`config.mk`:
```
export PLATFORM = sky130hd
export DESIGN_NAME = mem_bus_arb_flat
export DESIGN_NICKNAME = d
export VERILOG_FILES = /design/src/rtl/mem_bus_arb_if.sv /design/src/rtl/mem_bus_arb.sv /design/src/flat_wrapper.sv
export SDC_FILE = /design/constraint.sdc
export NUM_CORES = 1
export LEC_CHECK = 0
export CAP_MARGIN = 10
export CORE_AREA = 5 5 232 234
export CTS_BUF_LIST = sky130_fd_sc_hd__clkbuf_4
export CTS_CLUSTER_DIAMETER = 120
export CTS_CLUSTER_SIZE = 20
export DETAILED_ROUTE_END_ITERATION = 10
export DIE_AREA = 0 0 237 239
export PLACE_DENSITY_LB_ADDON = 0.25
export SLEW_MARGIN = 40
export SYNTH_ARGS = -nofsm -noshare
export SYNTH_HDL_FRONTEND = slang
export SYNTH_SLANG_ARGS = --single-unit
```
`constraint.sdc`:
```
create_clock -name clk -period 1.8 [get_ports clk]
set_clock_uncertainty 0.05 [all_clocks]
set_input_delay 0.18 -clock clk [delete_from_list [all_inputs] [get_ports clk]]
set_output_delay 0.18 -clock clk [all_outputs]
set_load 0.01 [all_outputs]
```
`src/rtl/mem_bus_arb_if.sv`:
```
// rtl/mem_bus_arb_if.sv - signal bundle for the fetch port, data port and bus side of mem_bus_arb
// slave modport : arbiter view (requests and bus response in; completions and bus request out).
// master modport: surrounding pipeline/bus view (directions reversed).
// All widths are 64-bit data/address, 2-bit size and response.
interface mem_bus_arb_if;
   // fetch port
   logic        arb_if_valid_i;
   logic        arb_if_req_i;
   logic [63:0] arb_if_addr_i;
   logic [1:0]  arb_if_size_i;
   logic [63:0] arb_if_data_write_i;
   logic        arb_if_ready_o;
   logic [63:0] arb_if_data_read_o;
   logic [1:0]  arb_if_resp_o;
   // data port
   logic        arb_mem_valid_i;
   logic        arb_mem_req_i;
   logic [63:0] arb_mem_addr_i;
   logic [1:0]  arb_mem_size_i;
   logic [63:0] arb_mem_data_write_i;
   logic        arb_mem_ready_o;
   logic [63:0] arb_mem_data_read_o;
   logic [1:0]  arb_mem_resp_o;
   // bus side
   logic        arb_bus_valid_o;
   logic        arb_bus_req_o;
   logic [63:0] arb_bus_addr_o;
   logic [1:0]  arb_bus_size_o;
   logic [63:0] arb_bus_data_write_o;
   logic        arb_bus_ready_i;
   logic [63:0] arb_bus_data_read_i;
   logic [1:0]  arb_bus_resp_i;
   // status
   logic        arb_busy_o;

   modport slave (
      input  arb_if_valid_i, arb_if_req_i, arb_if_addr_i, arb_if_size_i, arb_if_data_write_i,
      output arb_if_ready_o, arb_if_data_read_o, arb_if_resp_o,
      input  arb_mem_valid_i, arb_mem_req_i, arb_mem_addr_i, arb_mem_size_i, arb_mem_data_write_i,
      output arb_mem_ready_o, arb_mem_data_read_o, arb_mem_resp_o,
      output arb_bus_valid_o, arb_bus_req_o, arb_bus_addr_o, arb_bus_size_o, arb_bus_data_write_o,
      input  arb_bus_ready_i, arb_bus_data_read_i, arb_bus_resp_i,
      output arb_busy_o
   );

   modport master (
      output arb_if_valid_i, arb_if_req_i, arb_if_addr_i, arb_if_size_i, arb_if_data_write_i,
      input  arb_if_ready_o, arb_if_data_read_o, arb_if_resp_o,
      output arb_mem_valid_i, arb_mem_req_i, arb_mem_addr_i, arb_mem_size_i, arb_mem_data_write_i,
      input  arb_mem_ready_o, arb_mem_data_read_o, arb_mem_resp_o,
      input  arb_bus_valid_o, arb_bus_req_o, arb_bus_addr_o, arb_bus_size_o, arb_bus_data_write_o,
      output arb_bus_ready_i, arb_bus_data_read_i, arb_bus_resp_i,
      input  arb_busy_o
   );
endinterface

```
`src/rtl/mem_bus_arb.sv`:
```
// rtl/mem_bus_arb.sv - two-requester arbiter sharing the core memory bus between fetch and data ports
// Ports: clk (rising edge), rst (synchronous, active-high);
//   arb (mem_bus_arb_if.slave): fetch port arb_if_*, data port arb_mem_*, bus side arb_bus_*, arb_busy_o.
// Build option MEM_BUS_ARB_RR_EN: defined = round-robin tie-break in IDLE,
//   undefined = fixed priority, MEM over IF.
module mem_bus_arb (
   input  logic         clk,
   input  logic         rst,
   mem_bus_arb_if.slave arb
);
   typedef enum logic [1:0] {
      IDLE    = 2'd0,
      GNT_IF  = 2'd1,
      GNT_MEM = 2'd2
   } state_t;

   state_t      state_q, state_d;
   logic        last_gnt_q;      // 0 = IF won last grant, 1 = MEM
   logic        req_q;
   logic [63:0] addr_q;
   logic [1:0]  size_q;
   logic [63:0] wdata_q;

   logic        grant_if, grant_mem;
   logic        tie_to_if;
   logic        busy;
   logic        if_rdy, mem_rdy;

`ifdef MEM_BUS_ARB_RR_EN
   // MEM took the last grant -> IF's turn on a tie
   assign tie_to_if = last_gnt_q;
`else
   // the older instruction's data access always wins; last_gnt is tracked but not consulted
   assign tie_to_if = 1'b0 & last_gnt_q;
`endif

   always_comb begin
      state_d   = state_q;
      grant_if  = 1'b0;
      grant_mem = 1'b0;
      case (state_q)
         IDLE: begin
            if (arb.arb_if_valid_i && arb.arb_mem_valid_i) begin
               grant_if  = tie_to_if;
               grant_mem = !tie_to_if;
            end else begin
               grant_if  = arb.arb_if_valid_i;
               grant_mem = arb.arb_mem_valid_i;
            end
         end
         GNT_IF: begin
            // completion hands the bus straight to a waiting data port, no bubble
            if (arb.arb_bus_ready_i) begin
               state_d   = IDLE;
               grant_mem = arb.arb_mem_valid_i;
            end
         end
         GNT_MEM: begin
            if (arb.arb_bus_ready_i) begin
               state_d  = IDLE;
               grant_if = arb.arb_if_valid_i;
            end
         end
         default: state_d = IDLE;
      endcase
      if (grant_if) begin
         state_d = GNT_IF;
      end else if (grant_mem) begin
         state_d = GNT_MEM;
      end
   end

   always_ff @(posedge clk) begin
      if (rst) begin
         state_q    <= IDLE;
         last_gnt_q <= 1'b1;
         req_q      <= 1'b0;
         addr_q     <= '0;
         size_q     <= '0;
         wdata_q    <= '0;
      end else begin
         state_q <= state_d;
         if (grant_if) begin
            req_q      <= arb.arb_if_req_i;
            addr_q     <= arb.arb_if_addr_i;
            size_q     <= arb.arb_if_size_i;
            wdata_q    <= arb.arb_if_data_write_i;
            last_gnt_q <= 1'b0;
         end else if (grant_mem) begin
            req_q      <= arb.arb_mem_req_i;
            addr_q     <= arb.arb_mem_addr_i;
            size_q     <= arb.arb_mem_size_i;
            wdata_q    <= arb.arb_mem_data_write_i;
            last_gnt_q <= 1'b1;
         end
      end
   end

   assign busy = (state_q != IDLE);

   // bus fields come only from the request register, so owner-side changes after grant are ignored
   assign arb.arb_busy_o           = busy;
   assign arb.arb_bus_valid_o      = busy;
   assign arb.arb_bus_req_o        = busy & req_q;
   assign arb.arb_bus_addr_o       = busy ? addr_q  : '0;
   assign arb.arb_bus_size_o       = busy ? size_q  : '0;
   assign arb.arb_bus_data_write_o = busy ? wdata_q : '0;

   // a flushed owner (valid dropped) gets no ready; the bus beat still retires the transaction
   assign if_rdy  = (state_q == GNT_IF)  & arb.arb_bus_ready_i & arb.arb_if_valid_i;
   assign mem_rdy = (state_q == GNT_MEM) & arb.arb_bus_ready_i & arb.arb_mem_valid_i;

   assign arb.arb_if_ready_o      = if_rdy;
   assign arb.arb_if_data_read_o  = if_rdy ? arb.arb_bus_data_read_i : '0;
   assign arb.arb_if_resp_o       = if_rdy ? arb.arb_bus_resp_i      : '0;
   assign arb.arb_mem_ready_o     = mem_rdy;
   assign arb.arb_mem_data_read_o = mem_rdy ? arb.arb_bus_data_read_i : '0;
   assign arb.arb_mem_resp_o      = mem_rdy ? arb.arb_bus_resp_i      : '0;
endmodule

```
`src/flat_wrapper.sv`:
```
// flat-port wrapper written by rule: the top's interface ports become plain ports
module mem_bus_arb_flat 
  (clk, rst, arb_arb_if_valid_i, arb_arb_if_req_i, arb_arb_if_addr_i, arb_arb_if_size_i, arb_arb_if_data_write_i, arb_arb_if_ready_o, arb_arb_if_data_read_o, arb_arb_if_resp_o, arb_arb_mem_valid_i, arb_arb_mem_req_i, arb_arb_mem_addr_i, arb_arb_mem_size_i, arb_arb_mem_data_write_i, arb_arb_mem_ready_o, arb_arb_mem_data_read_o, arb_arb_mem_resp_o, arb_arb_bus_valid_o, arb_arb_bus_req_o, arb_arb_bus_addr_o, arb_arb_bus_size_o, arb_arb_bus_data_write_o, arb_arb_bus_ready_i, arb_arb_bus_data_read_i, arb_arb_bus_resp_i, arb_arb_busy_o);
  mem_bus_arb_if arb_i ();
  input  logic clk;
  input  logic rst;
  input wire logic [$bits(arb_i.arb_if_valid_i)-1:0] arb_arb_if_valid_i;
  input wire logic [$bits(arb_i.arb_if_req_i)-1:0] arb_arb_if_req_i;
  input wire logic [$bits(arb_i.arb_if_addr_i)-1:0] arb_arb_if_addr_i;
  input wire logic [$bits(arb_i.arb_if_size_i)-1:0] arb_arb_if_size_i;
  input wire logic [$bits(arb_i.arb_if_data_write_i)-1:0] arb_arb_if_data_write_i;
  output wire logic [$bits(arb_i.arb_if_ready_o)-1:0] arb_arb_if_ready_o;
  output wire logic [$bits(arb_i.arb_if_data_read_o)-1:0] arb_arb_if_data_read_o;
  output wire logic [$bits(arb_i.arb_if_resp_o)-1:0] arb_arb_if_resp_o;
  input wire logic [$bits(arb_i.arb_mem_valid_i)-1:0] arb_arb_mem_valid_i;
  input wire logic [$bits(arb_i.arb_mem_req_i)-1:0] arb_arb_mem_req_i;
  input wire logic [$bits(arb_i.arb_mem_addr_i)-1:0] arb_arb_mem_addr_i;
  input wire logic [$bits(arb_i.arb_mem_size_i)-1:0] arb_arb_mem_size_i;
  input wire logic [$bits(arb_i.arb_mem_data_write_i)-1:0] arb_arb_mem_data_write_i;
  output wire logic [$bits(arb_i.arb_mem_ready_o)-1:0] arb_arb_mem_ready_o;
  output wire logic [$bits(arb_i.arb_mem_data_read_o)-1:0] arb_arb_mem_data_read_o;
  output wire logic [$bits(arb_i.arb_mem_resp_o)-1:0] arb_arb_mem_resp_o;
  output wire logic [$bits(arb_i.arb_bus_valid_o)-1:0] arb_arb_bus_valid_o;
  output wire logic [$bits(arb_i.arb_bus_req_o)-1:0] arb_arb_bus_req_o;
  output wire logic [$bits(arb_i.arb_bus_addr_o)-1:0] arb_arb_bus_addr_o;
  output wire logic [$bits(arb_i.arb_bus_size_o)-1:0] arb_arb_bus_size_o;
  output wire logic [$bits(arb_i.arb_bus_data_write_o)-1:0] arb_arb_bus_data_write_o;
  input wire logic [$bits(arb_i.arb_bus_ready_i)-1:0] arb_arb_bus_ready_i;
  input wire logic [$bits(arb_i.arb_bus_data_read_i)-1:0] arb_arb_bus_data_read_i;
  input wire logic [$bits(arb_i.arb_bus_resp_i)-1:0] arb_arb_bus_resp_i;
  output wire logic [$bits(arb_i.arb_busy_o)-1:0] arb_arb_busy_o;
  assign arb_i.arb_if_valid_i = arb_arb_if_valid_i;
  assign arb_i.arb_if_req_i = arb_arb_if_req_i;
  assign arb_i.arb_if_addr_i = arb_arb_if_addr_i;
  assign arb_i.arb_if_size_i = arb_arb_if_size_i;
  assign arb_i.arb_if_data_write_i = arb_arb_if_data_write_i;
  assign arb_arb_if_ready_o = arb_i.arb_if_ready_o;
  assign arb_arb_if_data_read_o = arb_i.arb_if_data_read_o;
  assign arb_arb_if_resp_o = arb_i.arb_if_resp_o;
  assign arb_i.arb_mem_valid_i = arb_arb_mem_valid_i;
  assign arb_i.arb_mem_req_i = arb_arb_mem_req_i;
  assign arb_i.arb_mem_addr_i = arb_arb_mem_addr_i;
  assign arb_i.arb_mem_size_i = arb_arb_mem_size_i;
  assign arb_i.arb_mem_data_write_i = arb_arb_mem_data_write_i;
  assign arb_arb_mem_ready_o = arb_i.arb_mem_ready_o;
  assign arb_arb_mem_data_read_o = arb_i.arb_mem_data_read_o;
  assign arb_arb_mem_resp_o = arb_i.arb_mem_resp_o;
  assign arb_arb_bus_valid_o = arb_i.arb_bus_valid_o;
  assign arb_arb_bus_req_o = arb_i.arb_bus_req_o;
  assign arb_arb_bus_addr_o = arb_i.arb_bus_addr_o;
  assign arb_arb_bus_size_o = arb_i.arb_bus_size_o;
  assign arb_arb_bus_data_write_o = arb_i.arb_bus_data_write_o;
  assign arb_i.arb_bus_ready_i = arb_arb_bus_ready_i;
  assign arb_i.arb_bus_data_read_i = arb_arb_bus_data_read_i;
  assign arb_i.arb_bus_resp_i = arb_arb_bus_resp_i;
  assign arb_arb_busy_o = arb_i.arb_busy_o;
  mem_bus_arb u_core (.clk(clk), .rst(rst), .arb(arb_i));
endmodule
```
==> flow_summary.ini <==
[synthesis]
synthAdderAreaFrac = 0.00467
avgSynthCellArea_um2 = 7.68
synth_compound_area_frac = 0.300
synth_top_family_by_area = compound AO/OA/AOI/OAI gates
synth_seq_cells = 133
synth_cells = 1047
synthMuxAreaShare = 0.00140
synth_seq_area_share = 0.331
synth_cell_type_count = 23
yosys.area_share.simple = 0.231
syn-num-nets = 1383
yosys_warnings = 0
syn-cell-area_um2 = 8040
synth_xor_area_frac = 0

[routing]
num_vias = 11703
wl_um = 59600
ant_nets = 0
first_iter_violations = 505
drc = 0
firstDrtPassIters = 5
wl_per_cell_um = 21.6
vias_per_cell = 4.25

[sta]
layout_setup_ws_ps = -595
drv_slew = 0
setup_viol = 400
fmax_ghz = 0.417
min_period_over_period = 1.33
whs_ps = 125
period_needed_ps = 2400
rsz0062_at_grt = yes
finalHoldViolCount = 0
worst_slew_pin_slew_ps = 542
relSlewSlack = 0.639

[clock_tree]
clkTransAtPathRegs_ps = 140
clock_sink_count = 133
worstSkewPairLatency_ps = 690
clockBufferDepth = 2
clk_root_buffer_cell = clkbuf_4
cts_htree_levels = 4
cts_tree = built
cts_buffers = 17

[cells_and_area]
area_growth_pct = 169
nNetsFinal = 2385
layout.cells.most_common_list = 331 x clkdlybuf4s50_1, 239 x dlygate4sd3_1, 179 x buf_6, 131 x inv_1, 131 x dfxtp_1
instances_no_fill = 2754
post_route_cells_drive_above_1_share = 0.443
stdcell_area_um2 = 21600
layout_commonest_cell = clkdlybuf4s50_1

[run]
cap_viol_max_count = 0

[global_route]
overflow = 0
antenna_found_initial = 5
grt.total_usage = 0.171
grt_max_degree = 51
grt_pass1_vias = 11885
grt_first_pass_wirelength_um = 73300

[floorplanning]
core-area_um2 = 51800
boundaryPins = 600
dieArea_um2 = 56600
die-width_um = 237
rows = 84
chipHeight_um = 239
initial_core_util = 0.155

[critical_path]
critPathCaptureType = output pin
setup.worst_path.start_class = flip-flop
crit_family = buffers and inverters
critPathBufInv = 6
slowest_stage = dfxtp_2
worst-setup-path-type = reg -> out
arrival_ps = 2170
path_cells = inv_4 -> buf_6 -> ha_4 -> buf_12 -> buf_12 -> clkbuf_16 -> nor2_2 -> buf_2
critPathRequiredTime_ps = 1570
path_common_cell = buf_12
path_max_fanout = 6
cpPeakStageDelay_ps = 380

[placement]
dp_cells = 2344
dp_hpwl_um = 38100
io_buffer_count = 599
place_congestion = 0.930
place_area_um2 = 15500

[power_and_ir_drop]
powerDensity_nw_per_um2 = 616
irDropWorstVdd_uv = 377
p_leak_uw = 0.00910

[status]
violations = setup timing
status = finished with violations

[min_path]
hp-class = in -> reg
[synthesized netlist by cell type]
cell type | number | share of area
nand2b_1 | 1 | 0.00078
mux2_2 | 1 | 0.0014
a221oi_1 | 42 | 0.046
a21oi_1 | 135 | 0.084
buf_4 | 21 | 0.020
o21a_1 | 2 | 0.0019
nor2_1 | 132 | 0.062
and3_1 | 2 | 0.0016
o21ai_0 | 1 | 0.00062
ha_1 | 3 | 0.0047
and2_1 | 132 | 0.10
dfxtp_1 | 133 | 0.33
a21boi_2 | 1 | 0.0014
inv_1 | 134 | 0.063
nand2_1 | 133 | 0.062
a221oi_2 | 88 | 0.16
nor3_1 | 1 | 0.00062
a22o_1 | 1 | 0.0011
buf_2 | 31 | 0.019
clkbuf_1 | 44 | 0.021
a21bo_2 | 1 | 0.0012
buf_6 | 7 | 0.0098
nand2b_2 | 1 | 0.0011
[metrics by stage]
| stage | utilization | power [uW] | setup slack [ps] | setup TNS (ps) |
|---|---|---|---|---|
| after global routing | 0.417 | 14000 | -753 | -252710 |
| after global placement | 0.300 | 8100 | -318 | -73130 |
| after floorplan | - | 5760 | 68.9 | 0 |
| after detailed placement | 0.300 | 8150 | -332 | -80360 |
| final | 0.417 | 13300 | -595 | -194960 |
| after CTS | 0.360 | 11400 | -1020 | -283520 |
[worst register-to-register path: stages, from the launching register on]
cell	delay, ps
dfxtp_2	380
inv_4	50
buf_6	110
ha_4	200
buf_12	160
buf_8	120
o21a_1	120
a21oi_4	250
buf_12	170
buf_12	100
clkbuf_16	150
clkbuf_16	200
a21oi_4	50
a221oi_2	210
[where the power goes]
| group | internal, uW | leakage, uW | total, uW | switching (uW) |
|---|---|---|---|---|
| clock network | 1110 | 0.000159 | 2550 | 1440 |
| logic | 3890 | 0.00784 | 7280 | 3390 |
| registers | 3370 | 0.00111 | 3480 | 110 |
[sequential cells by signal, summed over array words and instances (netlist names)]
| name | count |
|---|---|
| u_core.addr_q | 64 |
| u_core.req_q | 1 |
| u_core.wdata_q | 64 |
| u_core.size_q | 2 |
| u_core.state_q | 2 |
[final timing paths]
kind	from	endpoint	slack, ps	cells past startpoint
min reg2reg	u_core.addr_q[50]	u_core.addr_q[50]	430	2
max reg2reg	u_core.state_q[1]	u_core.wdata_q[51]	-570	13
min	arb_arb_mem_data_write_i[22]	u_core.wdata_q[22]	120	3
max	u_core.state_q[1]	arb_arb_bus_data_write_o[52]	-600	8
[layer usage]
layer,wire [um],vias up,global-route usage
met3,3670,99,0.0478
met1,22700,5593,0.184
li1,-,5506,-
met4,2920,2,0.0892
met5,13,-,0
met2,30300,503,0.307
[what timing repair did]
item,in CTS,in global routing
setup endpoints to repair,399,400
resized for setup,407,1124
endpoints found under the hold margin,131,0
hold buffers,239,0
buffers inserted,14,75
pin swaps,0,62
gates cloned,7,42
[logic make-up after synthesis]
logic type               count (synthesis)
multiplexers                             1
adder cells (fa/ha/maj)                  3
buffers and inverters                  237
AND/OR/NAND/NOR                        402
flip-flops                             133
AO/OA/AOI/OAI                          271
[final cells by class]
cell class	instances	area, um2
antenna	4	10.0
clock buffer	17	128
clock inverter	15	204
fill	4994	30200
inverter	134	512
multi-input combinational	677	5730
sequential	133	2670
tap	688	861
timing repair buffer	1086	11500
Note: power is estimated with default switching activity, not from simulation.
